`src/rtl/weight_bias_streamer_pkg.sv`:
```
// Shared definitions for the weight/bias streamer.
//   WORD_BITS   : width of one weight or bias word (RAM data and PE beats).
//   wbs_state_e : streamer FSM state encoding (3 bits).
package weight_bias_streamer_pkg;

  localparam int WORD_BITS = 16;

  typedef enum logic [2:0] {
    WBS_IDLE   = 3'd0,
    WBS_WEIGHT = 3'd1,
    WBS_BIAS   = 3'd2,
    WBS_DRAIN  = 3'd3,
    WBS_DONE   = 3'd4
  } wbs_state_e;

endpackage

```
`src/rtl/wbs_skid_reg.sv`:
```
// One-entry holding register for a beat returning from RAM while the consumer
// stalls. When empty, the incoming beat passes straight through; when full,
// the held beat is presented until an edge with en_i=1 consumes it.
// Ports:
//   clk, rst_n    : clock, asynchronous active-low reset
//   clr_i         : synchronous clear (drops any held beat)
//   en_i          : consumer accept for the presented beat
//   in_valid_i    : a RAM word is arriving this cycle
//   in_bias_i     : arriving word is a bias (1) or a weight (0)
//   in_data_i     : arriving word
//   out_valid_o   : a beat is presented
//   out_bias_o    : presented beat type
//   out_data_o    : presented beat data
module wbs_skid_reg #(
  parameter int WIDTH = 16
) (
  input  logic             clk,
  input  logic             rst_n,
  input  logic             clr_i,
  input  logic             en_i,
  input  logic             in_valid_i,
  input  logic             in_bias_i,
  input  logic [WIDTH-1:0] in_data_i,
  output logic             out_valid_o,
  output logic             out_bias_o,
  output logic [WIDTH-1:0] out_data_o
);

  logic             full_q;
  logic             bias_q;
  logic [WIDTH-1:0] data_q;

  // NOTE: sequential state uses non-blocking assignments so every register
  // samples the pre-edge values regardless of statement order.
  // NOTE: the data word is reset along with the flag; it is a single register,
  // not a memory array, so resetting it is cheap and keeps outputs defined.
  always_ff @(posedge clk or negedge rst_n) begin
    if (!rst_n) begin
      full_q <= 1'b0;
      bias_q <= 1'b0;
      data_q <= '0;
    end else if (clr_i) begin
      full_q <= 1'b0;
    end else if (full_q) begin
      if (en_i) full_q <= 1'b0;
    end else if (in_valid_i && !en_i) begin
      full_q <= 1'b1;
      bias_q <= in_bias_i;
      data_q <= in_data_i;
    end
  end

  assign out_valid_o = full_q || in_valid_i;
  assign out_bias_o  = full_q ? bias_q : in_bias_i;
  assign out_data_o  = full_q ? data_q : in_data_i;

endmodule

```
`src/rtl/weight_bias_streamer.sv`:
```
// Feeds the PE array in MAC mode: for each output channel, streams Taps weight
// beats from the Weight RAM followed by one bias beat from the Bias RAM.
// Ports:
//   CLK, RST                  : clock, asynchronous active-low reset
//   Start_in                  : start pulse, accepted only in IDLE
//   layer_done_in             : synchronous abort back to IDLE (no Done)
//   En_in                     : downstream accept of the presented beat
//   Taps_in/Num_OC_in         : weights per channel / channel count
//   W_base_in/B_base_in       : first weight / bias RAM address
//   W_RAM_*/B_RAM_*           : RAM read ports (data valid 1 cycle after en)
//   Weight_valid_out/Weight_out, Bias_valid_out/Bias_out : PE beats
//   Busy_out, Done_out        : stream in progress / completion pulse
module weight_bias_streamer
  import weight_bias_streamer_pkg::*;
#(
  parameter int W_ADDR_BITS = 10,
  parameter int B_ADDR_BITS = 6,
  parameter int TAP_BITS    = 8,
  parameter int OC_BITS     = 6
) (
  input  logic                        CLK,
  input  logic                        RST,
  input  logic                        Start_in,
  input  logic                        layer_done_in,
  input  logic                        En_in,
  input  logic [TAP_BITS-1:0]         Taps_in,
  input  logic [OC_BITS-1:0]          Num_OC_in,
  input  logic [W_ADDR_BITS-1:0]      W_base_in,
  input  logic [B_ADDR_BITS-1:0]      B_base_in,
  output logic                        W_RAM_en_out,
  output logic [W_ADDR_BITS-1:0]      W_RAM_addr_out,
  input  logic [WORD_BITS-1:0]        W_RAM_dout_in,
  output logic                        B_RAM_en_out,
  output logic [B_ADDR_BITS-1:0]      B_RAM_addr_out,
  input  logic [WORD_BITS-1:0]        B_RAM_dout_in,
  output logic                        Weight_valid_out,
  output logic signed [WORD_BITS-1:0] Weight_out,
  output logic                        Bias_valid_out,
  output logic signed [WORD_BITS-1:0] Bias_out,
  output logic                        Busy_out,
  output logic                        Done_out
);

  wbs_state_e             state_q;
  logic [TAP_BITS-1:0]    taps_q, tap_q;
  logic [OC_BITS-1:0]     num_oc_q, oc_q;
  logic [W_ADDR_BITS-1:0] w_addr_q;
  logic [B_ADDR_BITS-1:0] b_base_q;
  logic                   pend_q, pend_bias_q;
  logic                   busy_q, done_q;

  logic                   w_issue, b_issue, last_tap, last_oc;
  logic                   beat_valid, beat_bias;
  logic [WORD_BITS-1:0]   beat_data, ram_data;

  // A held beat drains on any edge with En_in=1, so En_in alone guarantees a
  // free slot for the word a read issued this cycle will return.
  assign w_issue  = (state_q == WBS_WEIGHT) && En_in && !layer_done_in;
  assign b_issue  = (state_q == WBS_BIAS) && En_in && !layer_done_in;
  assign last_tap = (tap_q == taps_q - TAP_BITS'(1));
  assign last_oc  = (oc_q == num_oc_q - OC_BITS'(1));
  assign ram_data = pend_bias_q ? B_RAM_dout_in : W_RAM_dout_in;

  always_ff @(posedge CLK or negedge RST) begin
    if (!RST) begin
      state_q     <= WBS_IDLE;
      taps_q      <= '0;
      tap_q       <= '0;
      num_oc_q    <= '0;
      oc_q        <= '0;
      w_addr_q    <= '0;
      b_base_q    <= '0;
      pend_q      <= 1'b0;
      pend_bias_q <= 1'b0;
      busy_q      <= 1'b0;
      done_q      <= 1'b0;
    end else if (layer_done_in) begin
      state_q     <= WBS_IDLE;
      tap_q       <= '0;
      oc_q        <= '0;
      w_addr_q    <= '0;
      pend_q      <= 1'b0;
      pend_bias_q <= 1'b0;
      busy_q      <= 1'b0;
      done_q      <= 1'b0;
    end else begin
      // pend_q marks that the RAM presents a word this coming cycle.
      pend_q      <= w_issue || b_issue;
      pend_bias_q <= b_issue;
      done_q      <= 1'b0;
      case (state_q)
        WBS_IDLE: begin
          if (Start_in) begin
            taps_q   <= Taps_in;
            num_oc_q <= Num_OC_in;
            w_addr_q <= W_base_in;
            b_base_q <= B_base_in;
            tap_q    <= '0;
            oc_q     <= '0;
            busy_q   <= 1'b1;
            if (Num_OC_in == '0)    state_q <= WBS_DONE;
            else if (Taps_in == '0) state_q <= WBS_BIAS;
            else                    state_q <= WBS_WEIGHT;
          end
        end
        WBS_WEIGHT: begin
          if (w_issue) begin
            // The weight address runs on across channels and wraps freely.
            w_addr_q <= w_addr_q + W_ADDR_BITS'(1);
            if (last_tap) begin
              tap_q   <= '0;
              state_q <= WBS_BIAS;
            end else begin
              tap_q <= tap_q + TAP_BITS'(1);
            end
          end
        end
        WBS_BIAS: begin
          if (b_issue) begin
            if (last_oc) begin
              state_q <= WBS_DRAIN;
            end else begin
              oc_q    <= oc_q + OC_BITS'(1);
              state_q <= (taps_q == '0) ? WBS_BIAS : WBS_WEIGHT;
            end
          end
        end
        WBS_DRAIN: begin
          if (!beat_valid || En_in) state_q <= WBS_DONE;
        end
        WBS_DONE: begin
          busy_q  <= 1'b0;
          done_q  <= 1'b1;
          state_q <= WBS_IDLE;
        end
        default: state_q <= WBS_IDLE;
      endcase
    end
  end

  wbs_skid_reg #(
    .WIDTH(WORD_BITS)
  ) u_skid (
    .clk        (CLK),
    .rst_n      (RST),
    .clr_i      (layer_done_in),
    .en_i       (En_in),
    .in_valid_i (pend_q),
    .in_bias_i  (pend_bias_q),
    .in_data_i  (ram_data),
    .out_valid_o(beat_valid),
    .out_bias_o (beat_bias),
    .out_data_o (beat_data)
  );

  assign W_RAM_en_out     = w_issue;
  assign W_RAM_addr_out   = w_addr_q;
  assign B_RAM_en_out     = b_issue;
  assign B_RAM_addr_out   = b_base_q + B_ADDR_BITS'(oc_q);
  assign Weight_valid_out = beat_valid && !beat_bias;
  assign Bias_valid_out   = beat_valid && beat_bias;
  assign Weight_out       = Weight_valid_out ? beat_data : '0;
  assign Bias_out         = Bias_valid_out ? beat_data : '0;
  assign Busy_out         = busy_q;
  assign Done_out         = done_q;

endmodule

```
`config.mk`:
```
export PLATFORM = sky130hd
export DESIGN_NAME = weight_bias_streamer
export DESIGN_NICKNAME = d
export VERILOG_FILES = /design/src/rtl/weight_bias_streamer_pkg.sv /design/src/rtl/wbs_skid_reg.sv /design/src/rtl/weight_bias_streamer.sv
export SDC_FILE = /design/constraint.sdc
export NUM_CORES = 1
export LEC_CHECK = 0
export CORE_ASPECT_RATIO = 0.6
export CORE_MARGIN = 2
export CORE_UTILIZATION = 25
export DETAILED_ROUTE_END_ITERATION = 10
export PLACE_DENSITY = 0.45
export SLEW_MARGIN = 20
export SYNTH_ARGS = -nofsm -noshare
export SYNTH_HDL_FRONTEND = slang
export SYNTH_HIERARCHICAL = 1
export SYNTH_SLANG_ARGS = --single-unit
```
`constraint.sdc`:
```
create_clock -name CLK -period 3.4 [get_ports CLK]
set_clock_uncertainty 0.1 [all_clocks]
set_input_delay 0.68 -clock CLK [delete_from_list [all_inputs] [get_ports CLK]]
set_output_delay 0.68 -clock CLK [all_outputs]
set_load 0.02 [all_outputs]
```
==> impl_results.md, run 1 <==
- Crit share post-route: 94.3%
- Fin crit period: approximately 3200 ps
- P_sw: between 0.001 and 0.0015 W
- Crit-path max FO: 3
- Largest net degree at the start of global routing: 70
- Synth-to-Final Area Change: 41.8%
- Asr flop ratio synth: 100%
- Critical path type: primary input to output pin
- Die width: ~180 um
- CTS sink count: around 70
- Vias/cell: ~4.7
- CTS Buf Count: 9
- Gpl congestion: around 0.81
- Crit path DAT: about 2400 ps
- Combinational Power Share: ~40%
- DR DRC count: 0
- Synth Register Bits: between 60 and 70
- P_int: about 0.0026 W
- PwrDens: between 600 and 700 nW/um2
- Final hold vios: 0
- # hold bufs at CTS: 0
- Final cell count without fillers: 800
- Status: finished clean
- Final Setup Violations: 0
- Detail Placement HPWL: 9.29 mm
- Dpl cells: ~780
- GRT Total Usage: ~14%
- Initial antenna violation count: 0
- Worst Tran Pin Value: roughly 940 ps
- Max capacitance violation total: 0
- GR Overflow Total: 0
- Primary FF master, synth: dfrtp_1
- Core area: 17200 um2
- End of the critical path: B_RAM_en_out
- CTS tree: yes
- IO buf count: 120
- Vias in the first global route: around 3800
- Clk Latency, worst-skew pair: 330 ps
- Worst-path clk slew: about 60 ps
- Rel. slew slack: 37.2%
- Fin util: a little over a third
- Fillers: 1742
- R2r endpoint: state_q[0]
- Rows: 37
- DR iter-0 viols: 160
- Hold WC Path Type: primary input to async pin
- Flip-flop and latch area: between 1500 and 2000 um2
- Critical path endpoint category: output pin
- Seq/Total Area, Yosys: 39.1%
- CP Data Required Time: between 2000 and 3000 ps
- Pre-antenna DRT Iters: 4
- Global-route wire length before repair: 20.5 mm
- Mean Syn Cell Area: 10.2 um2
- Crit path from: layer_done_in
- Critical R2R Launch: taps_q[0]
- Most common cell after layout, fill and taps aside: clkdlybuf4s50_1
- Syn Inst Count: around 440
- Ratio of cells with drive above 1 in the final layout: between 20% and 30%
- Syn_nets: approximately 510
- Critical path startpoint category: primary input
- Final WL: 12.7 mm
- RSZ-0062 raised after global routing: no
- Final TNS setup: 0 ps
- Vias: roughly 3800
- Slew Viols, Final: 0
- Reg power frac: 34.1%
- Post-DRT Antenna Nets: 0
- Clk buf depth: 2
- Sw Ratio: around 36%
- Mapped cell area: approximately 4400 um2
- Ports: ~120
- Post-layout net count: 640
- Cell variety after synth: 54
- Reg2reg setup slack: approximately 500 ps
- H-tree depth: 3
- Die height: 107 um
- Most frequent cells in the layout: 117 x clkdlybuf4s50_1, 72 x mux2_2, 68 x dfrtp_1, 30 x o21ai_0, 29 x nand2_1
- Maximum VDD drop: 0.307 mV
- Tot Pwr: 0.00411 W
- Starting density of the core: between 20% and 30%
- Max Fclk: 312 MHz
- Yosys Warn Count: 6
- EDFF count, synth: 0
- DR WL/cell: approximately 16 um
- CTS root buffer: clkbuf_16
- Antenna diodes: 0
- Footprint of the multi-input gates: about 2600 um2
- R2R cell count: 9
- Die area: between 15000 and 20000 um2
- Clock network fraction of design power: 25.1%
- Lkg Pwr: between 2 and 3 nW
-- registers in the layout, indices dropped and copies added, names as in the netlist --
signal	cells
u_skid/data_q	16
W_RAM_addr_out	10
tap_q	8
taps_q	8
b_base_q	6
num_oc_q	6
oc_q	6
state_q	3
Busy_out	1
Done_out	1
pend_bias_q	1
pend_q	1
u_skid/bias_q	1
u_skid/full_q	1
-- timing repair --
item                       4_1_cts  5_1_grt
buffers inserted                 0        0
gates cloned                     0        0
gates resized for setup          1        4
setup endpoints to repair       30       12
-- area by class of cell --
type                       count  area share [%]
clock buffer                  10            3.81
clock inverter                 6            1.38
inverter                      13           0.779
multi-input combinational    334            40.9
sequential                    69            27.6
tap                          234            4.67
timing repair buffer         134            20.9
-- metal layers --
metal / GRT usage, % / wire length, um
met5: 0 / 0
met2: 20.8 / 5300
met3: 4.11 / 789
met1: 20.1 / 6550
met4: 1.95 / 49
-- cells by family (layout without fill, tap and decap cells) --
| family | count (synthesis) | count (layout) | synth area share [%] |
|---|---|---|---|
| AO/OA/AOI/OAI | 80 | 80 | 11.9 |
| AND/OR/NAND/NOR | 145 | 145 | 18.8 |
| adder cells (fa/ha/maj) | 12 | 12 | 3.57 |
| XOR/XNOR | 21 | 21 | 4.16 |
| flip-flops | 69 | 69 | 39.1 |
| buffers and inverters | 32 | 163 | 3.06 |
| multiplexers | 76 | 76 | 19.4 |
-- worst max-delay path, cell delays in order --
cell and delay [ps]:
clkdlybuf4s50_1 460, nor3_1 270, nand2_1 100, nor2_1 220, clkdlybuf4s50_1 690
-- per-stage QoR --
| stage | setup WS, ps | cell area [um2] | hold WS, ps |
|---|---|---|---|
| after global placement | 217 | 5930 | 383 |
| final | 192 | 6270 | 381 |
| after CTS | 66.8 | 6260 | 408 |
| after floorplan | 801 | 4420 | 284 |
| after global routing | 80.4 | 6270 | 411 |
| after detailed placement | 205 | 5930 | 391 |
-- cells in the mapped netlist (9+ instances only) --
master	instances	area, um2
mux2_2	72	811
and3_1	26	163
inv_1	13	48.8
xnor2_1	13	114
clkbuf_1	16	60.1
o31ai_1	9	67.6
nand2_1	29	109
and2_1	17	106
dfrtp_1	69	1730
nand3_1	10	50.1
nor3_1	10	50.1
nor2_1	14	52.6
o21ai_0	30	150
ha_1	11	138
a21oi_1	13	65.1
-- worst min path at each step --
stage                                 start                 to  slack (ps)  cells past startpoint
after global routing      u_skid/data_q[12]  u_skid/data_q[12]         410                      1
after global placement     u_skid/data_q[5]   u_skid/data_q[5]         380                      1
after floorplan                         RST           Busy_out         280                      0
after CTS                  u_skid/data_q[7]   u_skid/data_q[7]         410                      1
after detailed placement   u_skid/data_q[7]   u_skid/data_q[7]         390                      1
final                                   RST  u_skid/data_q[15]         380                      1
-- power groups by stage --
| stage | clock network, W | registers, W | logic, W |
|---|---|---|---|
| floorplan | 0 | 0.00135 | 0.00112 |
| global placement | 0 | 0.00140 | 0.00167 |
| detailed placement | 0 | 0.00141 | 0.00170 |
| CTS | 0.00107 | 0.00140 | 0.00170 |
| global route | 0.00111 | 0.00145 | 0.00185 |
| finish | 0.00103 | 0.00140 | 0.00168 |
Note: power is estimated with default switching activity, not from simulation.
==> inputs of run 2 (changes only) <==
--- a/config.mk
+++ b/config.mk
@@ -5,11 +5,13 @@
 export SDC_FILE = /design/constraint.sdc
 export NUM_CORES = 1
 export LEC_CHECK = 0
+export CAP_MARGIN = 40
 export CORE_ASPECT_RATIO = 0.6
 export CORE_MARGIN = 2
 export CORE_UTILIZATION = 25
 export DETAILED_ROUTE_END_ITERATION = 10
 export PLACE_DENSITY = 0.45
+export REMOVE_ABC_BUFFERS = 1
 export SLEW_MARGIN = 20
 export SYNTH_ARGS = -nofsm -noshare
 export SYNTH_HDL_FRONTEND = slang
==> run 2 against run 1 <==
  * Final cell count is 0.38% lower
  * Routed wire length up 1.0%
  * Via count decreased by 0.66%
  * Setup slack worse by 5.2 ps
  * Sequential power hardly changed
  * Sequential cell count stayed put
  * Register-to-register slack worse by 50 ps
  * Fmax is 0.16% lower
  * Clock power fell by 12%
  * Power down 2.3%
  * Hold slack lost 110 ps
  * Critical endpoint is now B_RAM_addr_out[4]
==> impl_results.md, run 2 (synthesis gave the netlist of run 1 again) <==
- Critical path startpoint category: register
- Vias: 3747
- Rows: 37
- CP delay by family, top: buffers and inverters
- CTS Buf Count: 9
- H-tree depth: 3
- Final cell count without fillers: about 800
- Final Setup Violations: 0
- DR iter-0 viols: 153
- # hold bufs at CTS: 0
- CTS root buffer: clkbuf_16
- Most frequent cells in the layout: 118 x clkdlybuf4s50_1, 72 x mux2_2, 67 x dfrtp_1, 30 x o21ai_0, 29 x nand2_1
- CP dominant cell by count: inv_1
- Pre-antenna DRT Iters: 6
- Worst Tran Pin Value: between 700 and 800 ps
- DR WL/cell: approximately 16 um
- Antenna diodes: 0
- CTS sink count: 69
- Clk Latency, worst-skew pair: about 340 ps
- Most common cell after layout, fill and taps aside: clkdlybuf4s50_1
- Worst-path clk slew: around 60 ps
- IO buf count: 120
- Crit share post-route: a little over nine tenths
- Ports: about 120
- Placed inst area: between 5000 and 6000 um2
- Final TNS setup: 0 ps
- Max Fclk: between 300 and 400 MHz
- Status: finished clean
- Crit-path max FO: 6
- Dpl cells: ~800
- Lkg Pwr: around 2.6 nW
- Crit path cell chain: ha_1, inv_1, fa_1, inv_1, a21o_1, a21oi_1, xnor2_1, clkdlybuf4s50_1
- Slew Viols, Final: 0
- Worst path slowest cell: clkdlybuf4s50_1
- CP Data Required Time: about 2600 ps
- Vias in the first global route: 3728
- Gpl congestion: 0.776
- GRT Total Usage: between 10% and 20%
- Maximum VDD drop: 0.240 mV
- Post-CTS Setup Inserts: 0
- Crit path buf inv count: 3
- Critical path type: register to output pin
- DR DRC count: 0
- Vias/cell: between 4 and 5
- Fin crit period: approximately 3200 ps
- Final WL: between 10 and 15 mm
- Hold WC Path Type: primary input to async pin
- CTS tree: yes
- Rel. slew slack: ~50%
- Post-DRT Antenna Nets: 0
- Post-layout net count: between 600 and 700
- Clk buf depth: 2
- Max incr delay on CP: ~620 ps
- Biggest register: u_skid/data_q
- PwrDens: around 650 nW/um2
- Die area: 18800 um2
- Starting density of the core: between 20% and 30%
- Die height: 107 um
- Largest net degree at the start of global routing: 70
- Post-route cell area: 6210 um2
- Fillers: around 1800
- Detail Placement HPWL: around 9.4 mm
- Critical path endpoint category: output pin
- Initial antenna violation count: 0
- Crit path DAT: roughly 2400 ps
- Max capacitance violation total: 0
- Final hold vios: 0
- Max FFs per register: 16
- Synth-to-Final Area Change: 40.6%
- Global-route wire length before repair: approximately 20 mm
- Ratio of cells with drive above 1 in the final layout: 20.1%
- RSZ-0062 raised after global routing: no
- Post-cts sizing count: 1
- GR Overflow Total: 0
- Die width: approximately 180 um
- Core area: approximately 17000 um2
==> run 2: cell types whose count changed in the layout (fill, tap and decap cells not counted), sizes merged <==
| cell | before | now |
|---|---|---|
| bufinv | 2 | 1 |
| clkbuf | 10 | 11 |
| clkdlybuf4s50 | 117 | 118 |
| clkinv | 3 | 0 |
| dlymetal6s2s | 2 | 1 |
==> run 2: final timing paths <==
check,start,end,slack (ps),cells after the start
hold / removal,RST,u_skid/data_q[3],270,2
hold reg to reg,u_skid/data_q[14],u_skid/data_q[14],400,1
setup reg to reg,taps_q[0],state_q[0],450,9
max in group asynchronous,RST,oc_q[0],2590,2
min in group CLK,u_skid/data_q[14],u_skid/data_q[14],400,1
setup / recovery,oc_q[0],B_RAM_addr_out[4],190,8
==> run 2: routing by layer <==
metal / global-route usage, % / up-vias / share of wire, %
met5: 0 / - / 0
li1: - / 1832 / -
met1: 20.7 / 1797 / 53
met3: 3.62 / 12 / 6.0
met2: 20.0 / 106 / 40
met4: 2.89 / 0 / 0.76
==> run 2: power by group <==
group / leakage (nW) / total [W] / internal [W] / switching [W]
registers: 0.881 / 0.00141 / 0.00110 / 0.000313
logic: 1.59 / 0.00169 / 0.000867 / 0.000827
clock network: 0.128 / 0.000910 / 0.000556 / 0.000353
==> run 2: per-stage QoR <==
step	total power (W)	utilization, %	setup WS (ps)	hold slack, ps
finish	0.00402	36.1	187	269
global route	0.00431	36.1	30.8	307
CTS	0.00407	36.1	58.6	287
detailed placement	0.00313	34.5	207	391
global placement	0.00309	34.5	199	383
floorplan	0.00244	-	441	284
==> run 2: cell type report <==
class	instances	area, um2	area share [%]
Clock buffer	11	233	3.74
Sequential cell	69	1730	27.8
Timing Repair Buffer	134	1320	21.2
Clock inverter	2	37.5	0.604
Tap cell	234	293	4.71
Inverter	13	48.8	0.785
Multi-Input combinational cell	334	2560	41.2
